[src/rtl/d_pipe_pkg.sv]
// Shared definitions for the d_pipe register-slice family.
package d_pipe_pkg;

    localparam int MAX_STAGES = 16;

    // Ceiling log2 that never returns 0, so a counter width is always legal.
    function automatic int clog2_safe(input int value);
        int r;
        r = 0;
        for (int i = 0; i < 31; i++) begin
            if ((1 << i) < value) begin
                r = i + 1;
            end
        end
        if (r < 1) begin
            r = 1;
        end
        return r;
    endfunction

endpackage

[src/rtl/d_pipe_stage.sv]
// One pipeline stage: a valid bit plus a payload register that only loads real data.
module d_pipe_stage
    import d_pipe_pkg::*;
#(
    parameter int               WIDTH     = 8,
    parameter logic [WIDTH-1:0] RESET_VAL = '0
) (
    input  logic             clk,
    input  logic             rst_n,
    input  logic             flush,
    input  logic             adv,
    input  logic             prev_valid,
    input  logic [WIDTH-1:0] prev_data,
    output logic             valid,
    output logic [WIDTH-1:0] data
);

    always_ff @(posedge clk or negedge rst_n) begin
        if (!rst_n) begin
            valid <= 1'b0;
            data  <= RESET_VAL;
        end else begin
            if (flush) begin
                valid <= 1'b0;
            end else if (adv) begin
                valid <= prev_valid;
            end
            // Payload toggles only when a real item moves in; bubbles leave it idle.
            if (adv && prev_valid && !flush) begin
                data <= prev_data;
            end
        end
    end

endmodule

[src/rtl/d_pipe_reg.sv]
// Multi-stage valid/ready register slice with bubble collapsing and synchronous flush.
// Optional occupancy output enabled by defining D_PIPE_REG_OCC_EN.
module d_pipe_reg
    import d_pipe_pkg::*;
#(
    parameter int               WIDTH     = 8,
    parameter int               STAGES    = 2,
    parameter logic [WIDTH-1:0] RESET_VAL = '0
) (
    input  logic             clk,
    input  logic             rst_n,
    input  logic             flush,
    input  logic             in_valid,
    input  logic [WIDTH-1:0] in_data,
    output logic             in_ready,
    output logic             out_valid,
    output logic [WIDTH-1:0] out_data,
    input  logic             out_ready
`ifdef D_PIPE_REG_OCC_EN
    ,
    output logic [clog2_safe(STAGES+1)-1:0] occ
`endif
);

    if (STAGES < 1 || STAGES > MAX_STAGES) begin : g_bad_stages
        $error("d_pipe_reg: STAGES out of range");
    end

    logic [STAGES-1:0] v;
    logic [STAGES-1:0] adv;
    logic [STAGES-1:0] stage_in_v;
    logic [WIDTH-1:0]  d          [STAGES];
    logic [WIDTH-1:0]  stage_in_d [STAGES];

    // Handshake: an item moves at input when in_valid & in_ready and at output when
    // out_valid & out_ready; in_ready never depends on in_valid, and out_* are registers.
    always_comb begin
        logic chain;
        adv   = '0;
        chain = out_ready;
        for (int i = STAGES - 1; i >= 0; i--) begin
            chain  = !v[i] || chain;
            adv[i] = chain;
        end
    end

    assign in_ready = rst_n && adv[0] && !flush;

    for (genvar i = 0; i < STAGES; i++) begin : g_stage
        if (i == 0) begin : g_head
            assign stage_in_v[i] = in_valid && in_ready;
            assign stage_in_d[i] = in_data;
        end else begin : g_body
            assign stage_in_v[i] = v[i-1];
            assign stage_in_d[i] = d[i-1];
        end

        d_pipe_stage #(
            .WIDTH     (WIDTH),
            .RESET_VAL (RESET_VAL)
        ) u_stage (
            .clk        (clk),
            .rst_n      (rst_n),
            .flush      (flush),
            .adv        (adv[i]),
            .prev_valid (stage_in_v[i]),
            .prev_data  (stage_in_d[i]),
            .valid      (v[i]),
            .data       (d[i])
        );
    end

    assign out_valid = v[STAGES-1];
    assign out_data  = d[STAGES-1];

`ifdef D_PIPE_REG_OCC_EN
    localparam int OCC_W = clog2_safe(STAGES + 1);

    logic in_xfer;
    logic out_xfer;

    assign in_xfer  = in_valid && in_ready;
    assign out_xfer = out_valid && out_ready;

    // Tracked from transfers rather than a popcount of v; flush wins over any exit.
    always_ff @(posedge clk or negedge rst_n) begin
        if (!rst_n) begin
            occ <= '0;
        end else if (flush) begin
            occ <= '0;
        end else begin
            occ <= occ + OCC_W'(in_xfer) - OCC_W'(out_xfer);
        end
    end
`endif

endmodule

[config.mk]
export PLATFORM = sky130hd
export DESIGN_NAME = d_pipe_reg
export DESIGN_NICKNAME = d
export VERILOG_FILES = /design/src/rtl/d_pipe_pkg.sv /design/src/rtl/d_pipe_stage.sv /design/src/rtl/d_pipe_reg.sv
export SDC_FILE = /design/constraint.sdc
export NUM_CORES = 1
export LEC_CHECK = 0
export CAP_MARGIN = 0
export CORE_MARGIN = 8
export CORE_UTILIZATION = 30
export DETAILED_ROUTE_END_ITERATION = 10
export PLACE_DENSITY_LB_ADDON = 0.12
export SYNTH_ARGS = -nofsm -noshare
export SYNTH_HDL_FRONTEND = slang
export SYNTH_SLANG_ARGS = --single-unit
[constraint.sdc]
create_clock -name clk -period 1.77 [get_ports clk]
set_input_delay 0.4425 -clock clk [delete_from_list [all_inputs] [get_ports clk]]
set_output_delay 0.4425 -clock clk [all_outputs]
set_load 0.1 [all_outputs]
# After elaboration in Yosys (flattened, before gate mapping)
# Index checks and enable logic that the tools add are counted.
word_totals:
  regBits: 18
  elab_cells: 22
  input_bits: 13
classes:
  muxes: 4
  reduce_logical: 14
op_table:
  columns: ["cell", "count"]
  rows:
  - ["1-bit logical AND", 7]
  - ["1-bit two-way mux", 4]
  - ["2-bit nonzero test", 2]
  - ["1-bit logical NOT", 3]
  - ["1-bit logical OR", 2]

# Depth between registers and ports, before layout
depth:
  depth_word: 8
  depth_mapped: 4

# Modules after synthesis
# A second synthesis with hierarchy kept.
hier_totals:
  hier_cells: 44
  hier_area_um2: 743.2
by_module_without_submodules:
  columns: ["module", "instances", "cells_each", "area_each_um2", "seq_area_each_um2"]
  rows:
  - ["d_pipe_stage", 2, 20, 349.1, 225.2]
  - ["d_pipe_reg", 1, 4, 45.0, 0.0]

# Worst setup path before layout
# No wires, ideal clock.
synth_path:
  path_kind: "reg2out"
  startpoint: "register g_stage[1].u_stage.valid"
  endpoint: "output in_ready"
  t_required_ns: 1.327
  arrival_time_ns: 1.805
  setup_slack_ns: -0.478
  path_stages_with_launch: 3
  cell_sequence: "dfrtp_1 nand3b_1 and3b_1"
synth_via:
  elab_chain_len: 5
synth_lines:
  columns: ["item", "line_no", "text"]
  rows:
  - ["from (decl)", "d_pipe_stage.sv:14", "output logic valid,"]
  - ["from (signal assigned)", "d_pipe_stage.sv:26", "valid <= prev_valid;"]
  - ["1-bit logical NOT", "d_pipe_reg.sv:42", "chain = !v[i] || chain;"]
  - ["1-bit logical OR (2 in series)", "d_pipe_reg.sv:42", null]
  - ["1-bit logical AND (2 in series)", "d_pipe_reg.sv:47", "assign in_ready = rst_n && adv[0] && !flush;"]
  - ["to (decl)", "d_pipe_reg.sv:15", "output logic in_ready,"]
# No other way between the ends.

# Worst setup path in the final report
layout_path:
  startpoint: "input out_ready"
  endpoint: "output in_ready"
layout_via:
  elab_chain_len: 4
layout_lines:
  columns: ["item", "line_no", "text"]
  rows:
  - ["from (decl)", "d_pipe_reg.sv:18", "input logic out_ready"]
  - ["1-bit logical OR (2 in series)", "d_pipe_reg.sv:42", null]
  - ["1-bit logical AND (2 in series)", "d_pipe_reg.sv:47", null]
# No other way between the ends.

==> impl_metrics.yaml <==
drt:
  drtIter0Drc: 9
  vias: 446
  via_per_inst: 4.21
  first_pass_iters: 4
  ant_nets: 0
  drc: 0
  wirelength_um: 1380
  avgRoutedWirePerCell_um: 13.0
die:
  core_um2: 2480
  ios: 23
  die_x_um: 67.3
  die_h_um: 67.3
  dieArea_um2: 4520
  start_util_pct: 31.8
  std_cell_rows: 18
clocking:
  cts_buffer_depth: 2
  insertion_delay_ns: 0.28
  cts_made_buffers: 3
  cts_tree: "built"
  cts.clk_slew.worst_paths_ns: 0.10
  cts-root-buf: "clkbuf_4"
  cts_sinks: 18
  htreeDepth: 1
status:
  outcome: "finished clean"
worst_setup_path:
  cp-end-kind: "output pin"
  worstSetupStartpointType: "primary input"
  path_cells: "dlygate4sd2_1 > nand3b_1 > and3b_2 > buf_12"
  crit_buf_inv: 2
  criticalPathCategory: "in2out"
  critPathSlowestCell: "dlygate4sd2_1"
  cp_max_fo: 2
  slowest_delay_ns: 0.24
  arrival_ns: 1.25
  worst-endpoint-required_ns: 1.33
  critPathTopFamily: "simple AND/OR/NAND/NOR gates"
worst_hold_path:
  hold_class: "in2async"
synth:
  synth-simple-area-share_pct: 5.08
  syn-num-nets: 64
  ys.warnings.count: 0
  syn-cell-area_um2: 788
  syn_area_per_cell_um2: 15.5
  synthXorXnorAreaFrac_pct: 0
  synth.mux.area_fraction_pct: 26.7
  yosys.area_share.adder_pct: 0
  yosysSeqAreaShare_pct: 57.1
  synth_top_family_by_area: "multiplexers"
  syn_inst: 51
  synth_compound_area_share_pct: 1.59
  synth_cell_types: 12
  ys_ff_latch: 18
grt:
  grtUsageTotal_pct: 7.05
  grt_pass1_vias: 527
  grt_max_degree: 13
  grt_pass1_wl_um: 2390
  antenna_found_initial: 0
  grt-ovfl-total: 0
final_layout:
  fillerInstances: 236
  num_antenna_cells: 0
  layout-drive-gt1-share_pct: 52.6
  layout.nets: 90
  syn2layout_area_growth_pct: 48.4
  final_common_cell: "dfrtp_1"
  stdcell_area_um2: 1170
  layout_common_cells: "17 x dfrtp_1, 10 x buf_12, 9 x clkdlybuf4s50_1"
power:
  p_per_area_nw_per_um2: 1560
  leakagePower_nw: 0.531
  total_power_mw: 1.83
  ir_drop_uv: 1030
timing:
  hold_viol_final: 0
  slew_headroom_pct: 89.9
  final.setup_skew_ns: 0.00300
  worst_pin_slew_ns: 0.152
  setup_ws_ns: 0.0733
  fmax_mhz: 589
  setup_viol_count_final: 0
  finalCritPeriodShare_pct: 95.9
  finalCriticalPeriod_ns: 1.70
  slew_violations: 0
  rsz0062_at_grt: "false"
  final.setup.tns_ns: 0
job:
  drv_cap: 0
place:
  portBuffers: 22
  place_area_um2: 1130
  place_congestion: 0.600
  dp_hpwl_um: 1080
  preCtsSetupSlack_ns: -0.121
## sequential cells by signal (all words and copies together) (netlist names)
name                   flops
g_stage.u_stage.data      16
g_stage.u_stage.valid      2
## cells by family after synthesis
family	Yosys count
flops	18
compound gates	2
simple gates	5
buf+inv	10
mux	16
## per-stage QoR
stage / utilization [%] / hold WS, ns / cells
2_1_floorplan: - / 0.147 / 51
3_3_place_gp: 45.6 / 0.487 / 101
3_5_place_dp: 45.6 / 0.495 / 101
4_1_cts: 47.2 / 0.236 / 106
5_1_grt: 47.2 / 0.251 / 106
6_report: 47.2 / 0.237 / 106
## worst paths after layout
| path | cells past startpoint | from | to | slack (ns) |
|---|---|---|---|---|
| worst max-delay path | 4 | out_ready | in_ready | 0.07 |
| worst max register to register | 5 | g_stage[1].u_stage.valid | g_stage[0].u_stage.data[4] | 0.32 |
| worst min register to register | 1 | g_stage[0].u_stage.data[0] | g_stage[1].u_stage.data[0] | 0.51 |
| min in group clk | 1 | g_stage[0].u_stage.data[0] | g_stage[1].u_stage.data[0] | 0.51 |
| worst min-delay path | 2 | rst_n | g_stage[1].u_stage.data[7] | 0.24 |
| max in group asynchronous | 2 | rst_n | g_stage[1].u_stage.valid | 1.34 |
## cells in the mapped netlist
cell / count / area (um^2)
a21oi_1: 1 / 5.00
and3b_1: 1 / 8.76
and4b_1: 1 / 10.0
buf_4: 8 / 60.1
buf_6: 1 / 11.3
dfrtp_1: 18 / 450
inv_1: 1 / 3.75
mux2_2: 8 / 90.1
mux2_4: 8 / 120
nand2b_1: 1 / 6.26
nand3b_1: 2 / 15.0
o21bai_1: 1 / 7.51
## per-layer routing
| metal | wire [um] | global-route usage, % | part of all wire [%] |
|---|---|---|---|
| met2 | 619 | 10.8 | 45 |
| met4 | 9 | 3.92 | 0.65 |
| met5 | 0 | 0 | 0 |
| met1 | 624 | 8.19 | 45 |
| met3 | 128 | 2.98 | 9.3 |
## what timing repair did
action / in CTS / in global routing
buffers inserted: 1 / 0
setup endpoints to repair: 1 / 0
hold buffers: 0 / 0
gates resized for setup: 3 / 0
## layout make-up
type	count	area [um^2]	share of cell area (%)
Multi-Input combinational cell	23	264	22.6
Tap cell	30	37.5	3.21
Timing Repair Buffer	30	377	32.2
Clock buffer	4	36.3	3.10
Sequential cell	18	452	38.6
Inverter	1	3.75	0.321
## report_power, final
part           total, mW  internal [mW]  leakage (nW)  switching (mW)
combinational      0.978          0.389         0.292           0.589
clock              0.246          0.125        0.0210           0.121
sequential         0.601          0.514         0.217          0.0869
total               1.83           1.03         0.531           0.797
(Power assumes the default switching activity.)
